**src/rtl/lpc_pkg.sv**
```systemverilog
// Shared constants, FIFO entry type and Hamming coefficient generator for the LPC window fetch.
// The coefficient table is only instantiated when LPC_HAMMING_EN is defined.
package lpc_pkg;

  localparam int LPC_WIN_LEN    = 240;
  localparam int LPC_FIFO_DEPTH = 4;
  localparam int LPC_Q15_W      = 16;

  localparam logic [7:0] LPC_LAST_IDX = 8'(LPC_WIN_LEN - 1);

  localparam logic [1:0] ST_IDLE  = 2'd0;
  localparam logic [1:0] ST_FETCH = 2'd1;
  localparam logic [1:0] ST_DRAIN = 2'd2;

  typedef struct packed {
    logic                 last;
    logic [LPC_Q15_W-1:0] data;
  } win_entry_t;

  localparam longint ONE_Q30 = 64'sd1 << 30;
  localparam longint PI_Q30  = 64'sd3373259426;

  // G.729 analysis window: Hamming half over 0..199, quarter cosine over 200..239.
  // Evaluated only at elaboration to fill the ROM; fixed-point Taylor series in Q30.
  function automatic logic [15:0] hamwin_coef(input int n);
    longint num;
    longint den;
    longint x;
    longint x2;
    longint term;
    longint c;
    longint v;
    logic   neg;
    if (n < 200) begin
      num = longint'(2 * n);
      den = 64'sd399;
    end else begin
      num = longint'(2 * (n - 200));
      den = 64'sd159;
    end
    neg = 1'b0;
    if (2 * num > den) begin
      neg = 1'b1;
      num = den - num;
    end
    x    = (PI_Q30 * num) / den;
    x2   = (x * x) >>> 30;
    term = ONE_Q30;
    c    = ONE_Q30;
    for (int k = 1; k <= 8; k++) begin
      term = -((term * x2) >>> 30) / longint'((2 * k - 1) * (2 * k));
      c    = c + term;
    end
    if (neg) c = -c;
    if (n < 200) v = (64'sd54 * ONE_Q30 - 64'sd46 * c) / 64'sd100;
    else         v = c;
    v = (v + 64'sd16384) >>> 15;
    if (v > 64'sd32767) v = 64'sd32767;
    return 16'(v);
  endfunction

endpackage

```
**src/rtl/lpc_hamwindow_rom.sv**
```systemverilog
// 240x16 registered-output ROM holding the G.729 hamwindow table (w[0] = 2621).
// Instantiated by lpc_window_fetch only when LPC_HAMMING_EN is defined.
module lpc_hamwindow_rom
  import lpc_pkg::*;
(
  input  logic        clock,
  input  logic [7:0]  addr,
  output logic [15:0] coef
);

  logic [15:0] rom_table [LPC_WIN_LEN];
  logic [15:0] coef_reg;

  for (genvar gi = 0; gi < LPC_WIN_LEN; gi++) begin : g_rom
    assign rom_table[gi] = hamwin_coef(gi);
  end

  always_ff @(posedge clock) begin
    coef_reg <= rom_table[addr];
  end

  assign coef = coef_reg;

endmodule

```
**src/rtl/lpc_window_fetch.sv**
```systemverilog
// Fetches a 240-sample LPC window from sample memory, optionally applies the Hamming window
// (macro LPC_HAMMING_EN), and streams it through a 4-entry show-ahead FIFO with valid/ready.
module lpc_window_fetch
  import lpc_pkg::*;
(
  input  logic                 clock,
  input  logic                 reset,
  input  logic                 frame_done,
  input  logic [LPC_Q15_W-1:0] mem_sample,
  output logic [7:0]           out_count,
  output logic [LPC_Q15_W-1:0] win_sample,
  output logic                 win_valid,
  input  logic                 win_ready,
  output logic                 win_last,
  output logic                 busy,
  output logic                 overrun
);

  logic [1:0]           state_reg;
  logic [7:0]           out_count_reg;
  logic                 pending_reg;
  logic                 overrun_reg;
  logic                 inflight_reg;
  logic                 inflight_last_reg;
  logic [1:0]           wr_ptr_reg;
  logic [1:0]           rd_ptr_reg;
  logic [2:0]           fill_reg;
  win_entry_t           fifo_mem [LPC_FIFO_DEPTH];
  win_entry_t           head;
  logic [LPC_Q15_W-1:0] product;
  logic                 head_valid;
  logic                 issue;
  logic                 push;
  logic                 pop;
  logic                 at_last;
  logic                 start;
  logic                 last_xfer;

  assign head_valid = (fill_reg != 3'd0);
  assign head       = fifo_mem[rd_ptr_reg];
  assign pop        = head_valid && win_ready;
  assign push       = inflight_reg;
  // Reads still in flight reserve a FIFO slot so a stalled consumer can never overflow it.
  assign issue      = (state_reg == ST_FETCH) &&
                      ((fill_reg + {2'b00, inflight_reg}) < 3'(LPC_FIFO_DEPTH));
  assign at_last    = (out_count_reg == LPC_LAST_IDX);
  assign start      = (state_reg == ST_IDLE) && (frame_done || pending_reg);
  assign last_xfer  = (state_reg == ST_DRAIN) && pop && head.last;

`ifdef LPC_HAMMING_EN
  logic [15:0] coef;

  // ROM output for address n lines up with the memory's sample n in the following cycle.
  lpc_hamwindow_rom u_rom (
    .clock (clock),
    .addr  (out_count_reg),
    .coef  (coef)
  );

  assign product = 16'(($signed(mem_sample) * $signed(coef) + 32'sd16384) >>> 15);
`else
  assign product = mem_sample;
`endif

  always_ff @(posedge clock) begin
    if (reset) begin
      state_reg         <= ST_IDLE;
      out_count_reg     <= 8'd0;
      pending_reg       <= 1'b0;
      overrun_reg       <= 1'b0;
      inflight_reg      <= 1'b0;
      inflight_last_reg <= 1'b0;
      wr_ptr_reg        <= 2'd0;
      rd_ptr_reg        <= 2'd0;
      fill_reg          <= 3'd0;
    end else begin
      case (state_reg)
        ST_IDLE:  if (start) state_reg <= ST_FETCH;
        ST_FETCH: if (issue && at_last) state_reg <= ST_DRAIN;
        ST_DRAIN: if (last_xfer) state_reg <= ST_IDLE;
        default:  state_reg <= ST_IDLE;
      endcase

      if (issue) out_count_reg <= at_last ? 8'd0 : out_count_reg + 8'd1;
      inflight_reg      <= issue;
      inflight_last_reg <= issue && at_last;

      if (push) wr_ptr_reg <= wr_ptr_reg + 2'd1;
      if (pop)  rd_ptr_reg <= rd_ptr_reg + 2'd1;
      fill_reg <= fill_reg + {2'b00, push} - {2'b00, pop};

      // One start may be queued behind the running window; anything beyond that is dropped.
      if (start) begin
        pending_reg <= 1'b0;
        if (frame_done && pending_reg) overrun_reg <= 1'b1;
      end else if (frame_done && (state_reg != ST_IDLE)) begin
        if (pending_reg) overrun_reg <= 1'b1;
        else             pending_reg <= 1'b1;
      end
    end
  end

  always_ff @(posedge clock) begin
    if (push) fifo_mem[wr_ptr_reg] <= '{last: inflight_last_reg, data: product};
  end

  assign out_count  = out_count_reg;
  assign win_valid  = head_valid;
  assign win_sample = head_valid ? head.data : '0;
  assign win_last   = head_valid && head.last;
  assign busy       = (state_reg != ST_IDLE);
  assign overrun    = overrun_reg;

endmodule

```
**config.mk**
```make
export PLATFORM = sky130hd
export DESIGN_NAME = lpc_window_fetch
export DESIGN_NICKNAME = d
export VERILOG_FILES = /design/src/rtl/lpc_pkg.sv /design/src/rtl/lpc_hamwindow_rom.sv /design/src/rtl/lpc_window_fetch.sv
export SDC_FILE = /design/constraint.sdc
export NUM_CORES = 1
export LEC_CHECK = 0
export ABC_AREA = 0
export CORE_ASPECT_RATIO = 0.8
export CORE_MARGIN = 1
export CORE_UTILIZATION = 45
export DETAILED_ROUTE_END_ITERATION = 16
export PLACE_DENSITY = 0.76
export REMOVE_ABC_BUFFERS = 1
export SLEW_MARGIN = 20
export SYNTH_ARGS = -nofsm -noshare
export SYNTH_HDL_FRONTEND = slang
export SYNTH_SLANG_ARGS = --single-unit
```
**constraint.sdc**
```tcl
create_clock -name clock -period 1.78 [get_ports clock]
set_input_delay 0.356 -clock clock [delete_from_list [all_inputs] [get_ports clock]]
set_output_delay 0.356 -clock clock [all_outputs]
set_load 0.05 [all_outputs]
```
Yosys cells after proc, flatten, opt, wreduce, memory -nomap -nowiden
Memory sizes are Yosys's and may differ from the RTL's. A register that Yosys moved wholly into a read port is not among the register bits.
Index checks and enable logic that the tools add are counted.
Storage, ports and cells
  bits in registers: 21
  input port bits: 20
  logic and storage cells: 55
  memories kept: 1
  bits in latches: 0
  memory bits (writable): 68
  bits in read-only memories: 0
Operators by class
  $lt $le $gt $ge: 1
  muxes and demuxes: 14
  multiply operators: 0
  bitwise logic cells: 0
  add/sub/neg operators: 5
  equal/unequal tests: 7
  reductions and logical operators: 18
  shift operators: 0
  div/mod/pow operators: 0
Memory list
  fifo_mem: words 4, bits a word 17, rd ports 1, clocked after Yosys merged registers in 1, write ports 1, RTL line lpc_window_fetch.sv:28  | win_entry_t fifo_mem [LPC_FIFO_DEPTH];
Operator list (number)
  16-bit 2-to-1 mux: 1
  2-bit 2-to-1 mux: 5
  1-bit logical AND: 9
  8-bit by 1-bit adder with 8-bit output, second input constant: 1
  8-bit equality test, second input constant: 1
  8-bit 2-to-1 mux: 1
  1-bit 2-to-1 mux: 6
  2-bit case mux with 3 select lines: 1
  3-bit AND reduction: 2
  2-bit nonzero test: 3
  2-bit by 1-bit adder with 2-bit output, second input constant: 2
  2-bit by 1-bit inequality test with 1-bit output, second input constant: 2
  2-bit inequality test, second input constant: 2
  3-bit by 1-bit adder with 3-bit output: 1
  3-bit < comparator, second input constant: 1
  3-bit nonzero test: 1
  3-bit by 1-bit subtractor with 3-bit output: 1
  2-bit by 1-bit equality test with 1-bit output, second input constant: 1
  2-bit equality test, second input constant: 1
  2-bit logical NOT: 1
  2-bit OR reduction: 1
  1-bit logical OR: 1

Depth between registers and ports, before layout
  depth in word-level cells: 6
  mapped depth: 7
  mapped depth without buffers: 6

Least setup slack after synthesis
No wires, ideal clock.
  path kind: reg2out
  start: register fill_reg[2]
  end: output port win_sample[1]
  arrival: 1536 ps
  slack: -112 ps
  cell stages (with the launch flop): 4
  buffers on the path: 1
  path through: dfxtp_1 > or3_1 > clkbuf_1 > and2_1
Between the ends
  longest elaborated chain between the ends: 2
Ends and longest elaborated chain
  start: declaration: RTL line lpc_window_fetch.sv:27  | logic [2:0] fill_reg;
  start signal: assignment: RTL line lpc_window_fetch.sv:90  | fill_reg <= fill_reg + {2'b00, push} - {2'b00, pop};
  3-bit nonzero test: RTL line lpc_window_fetch.sv:39  | assign head_valid = (fill_reg != 3'd0);
  via win_valid: RTL line lpc_window_fetch.sv:12  | output logic win_valid,
  16-bit 2-to-1 mux: RTL line lpc_window_fetch.sv:109  | assign win_sample = head_valid ? head.data : '0;
  end: declaration: RTL line lpc_window_fetch.sv:11  | output logic [LPC_Q15_W-1:0] win_sample,
The timed path passes the listed nets, and every way through them passes these cells.

==> metrics.txt <==
leading post-synthesis cells by cell area=edfxtp_1 56%, dfxtp_1 13%, mux4_2 6.8%; Mapped Cells=217; setup TNS=-4480 ps; R2R depth=7; Yosys warnings=0; vias in the first global route=1962; final wirelength=6662 um; fillcell total=584; FMAX=479.9 MHz; DRT iter0 DRCs=65; Multi-input gate area=0.001085 mm^2; PD cells=1674 mW/mm^2; routed len/inst=17.04 um; area leader, netlist=edfxtp_1; Nets=311; flops & latches, synth=91; Slew headroom=68.83%; CTS tree=built; Syn-to-layout area delta=27.28%; largest net degree at the start of global routing=20; number of cell rows=28; Worst IR Drop VDD=0.001045 V; LEAKAGE=1.632 nW; Most used DFF post-synth=edfxtp_1; grt ovf=0; area post-placement=0.004203 mm^2; Die H=82.57 um; Synth top area share=55.93%; Reg-to-Reg Start=fill_reg[0]; DRC Markers=0; layout cells sized above 1=37.06%; Port Buffers=47; Final WS setup=-303.7 ps; RSZ-0062 raised after global routing=yes; clk_lat worst skew=350 ps; Crit Path Class=reg2out; worst slew pin tran=467.6 ps; failing checks=negative setup slack; Vias/cell=5.036; post-synthesis cell type count=31; largest fanout on the critical path=8; DP Wirelength=4151 um; worst hold slack=475.7 ps; H-tree levels=3; final setup violation count=18; Fin. Hold Viols=0; die area=0.008480 mm^2; final instance area=0.004647 mm^2; critical path capture point=win_sample[13]; first-pass GRT wire length=10070 um; count leader, synth=edfxtp_1; vias=1969; final core occ=60.85%; Syn Area/Cell=16.82 um^2; synth cell count leaders=68 x edfxtp_1, 23 x dfxtp_1, 22 x and2_1; Largest register FFs=68; min Tclk post-route=2084 ps; Post-Synthesis Cell Area=0.003651 mm^2; starting density of the core=47.80%; sequential cell area=0.002509 mm^2; final cycle utilization of the critical path=117.1%; GR Util All Layers=16.95%; post-synthesis async set-or-reset flop share=0%; R2R Path End=out_count[5]; crit path capture type=output port; Max Cap Viol=0; Hold WC Path Type=reg2reg; Ports=48; cts bufs inserted=9; status=complete, but fails checks; Setup WS pre-CTS=-52.98 ps; Die X=102.7 um; Clock Tree Buf Depth=2; Seq/Total Area, Yosys=68.54%; critical path launch point type=flip-flop; area of the core=0.007637 mm^2; EDFF count, synth=68; number of antenna violations at the first check in global routing=0; ANT nets after route=0; Critical Path AT=1730 ps; Pre-antenna DRT Iters=4; Worst-path clk slew=80 ps; Req. time, crit path=1420 ps; root buf cell=clkbuf_8; flop2flop setup slack=100 ps; Final Max Tran Viols=0; GPL Wtd Cong=0.7100; Num Clock Sinks=91; n_diodes=0; Clock Skew=6.531 ps
[routing by layer]
layer	wire, um	track usage, %
met5	0	0
met4	134	8.143
met3	299	4.966
met2	3411	28.93
met1	2817	19.81
[layout make-up]
cell class                 instances  area share, %
inverter                           6         0.4847
multi-input combinational        109          23.34
timing repair buffer              65          14.75
clock buffer                       9          2.666
sequential                        91          53.98
clock inverter                     6          1.939
tap                              105          2.827
[cells by family after synthesis]
group | Yosys count | share of synthesized area (%)
simple gates | 65 | 10.32
xor+xnor | 12 | 2.879
buf+inv | 17 | 3.084
fa+ha+maj | 9 | 3.084
flops | 91 | 68.54
compound gates | 5 | 0.7198
mux | 18 | 11.38
[worst min-delay path by stage]
stage                    to          from  cells past startpoint  slack, ps
2_1_floorplan   fill_reg[0]         reset                      1        420
3_3_place_gp   state_reg[0]  state_reg[1]                      1        440
3_5_place_dp        overrun       overrun                      2        460
4_1_cts             overrun       overrun                      2        480
5_1_grt        state_reg[0]  state_reg[1]                      1        500
6_report            overrun       overrun                      2        480
[report_power, final]
group / switching, W / internal [W] / leakage (nW)
logic: 0.00200 / 0.00177 / 0.724
clock network: 0.000698 / 0.000787 / 0.106
registers: 0.0000924 / 0.00243 / 0.803
[critical path: stages (launching register included)]
cell	delay [ps]
dfxtp_4	390
buf_12	140
mux4_1	540
and2_4	160
buf_6	150
[layout by cell type (no fill, tap or decap), types with 2 or more instances in the layout]
cell type / instances
bufinv_16: 2
buf_8: 3
nor3_1: 5
nor4_2: 2
a21oi_1: 2
o21ai_0: 2
buf_12: 4
mux4_2: 16
nand3_1: 4
nand2_1: 3
xnor2_1: 10
and2_1: 4
buf_4: 22
ha_1: 9
buf_6: 16
dfxtp_1: 20
nor2_1: 19
inv_1: 6
clkbuf_8: 9
nor4_4: 2
edfxtp_1: 68
dfxtp_2: 2
and2_4: 17
clkdlybuf4s50_1: 19
[metrics by stage]
stage | total power (W) | cells
after detailed placement | 0.005346 | 371
after floorplan | 0.004437 | 206
after CTS | 0.007409 | 388
after global placement | 0.005282 | 371
final | 0.007780 | 391
after global routing | 0.008091 | 391
[what timing repair did]
action | 4_1_cts | 5_1_grt
hold endpoints to repair | 0 | 0
gates resized for setup | 50 | 13
hold buffers | 0 | 0
buffers inserted | 1 | 2
gates cloned | 1 | 1
pin swaps | 3 | 3
setup endpoints to repair | 20 | 41
No activity file was read; power rests on OpenSTA's default activity.
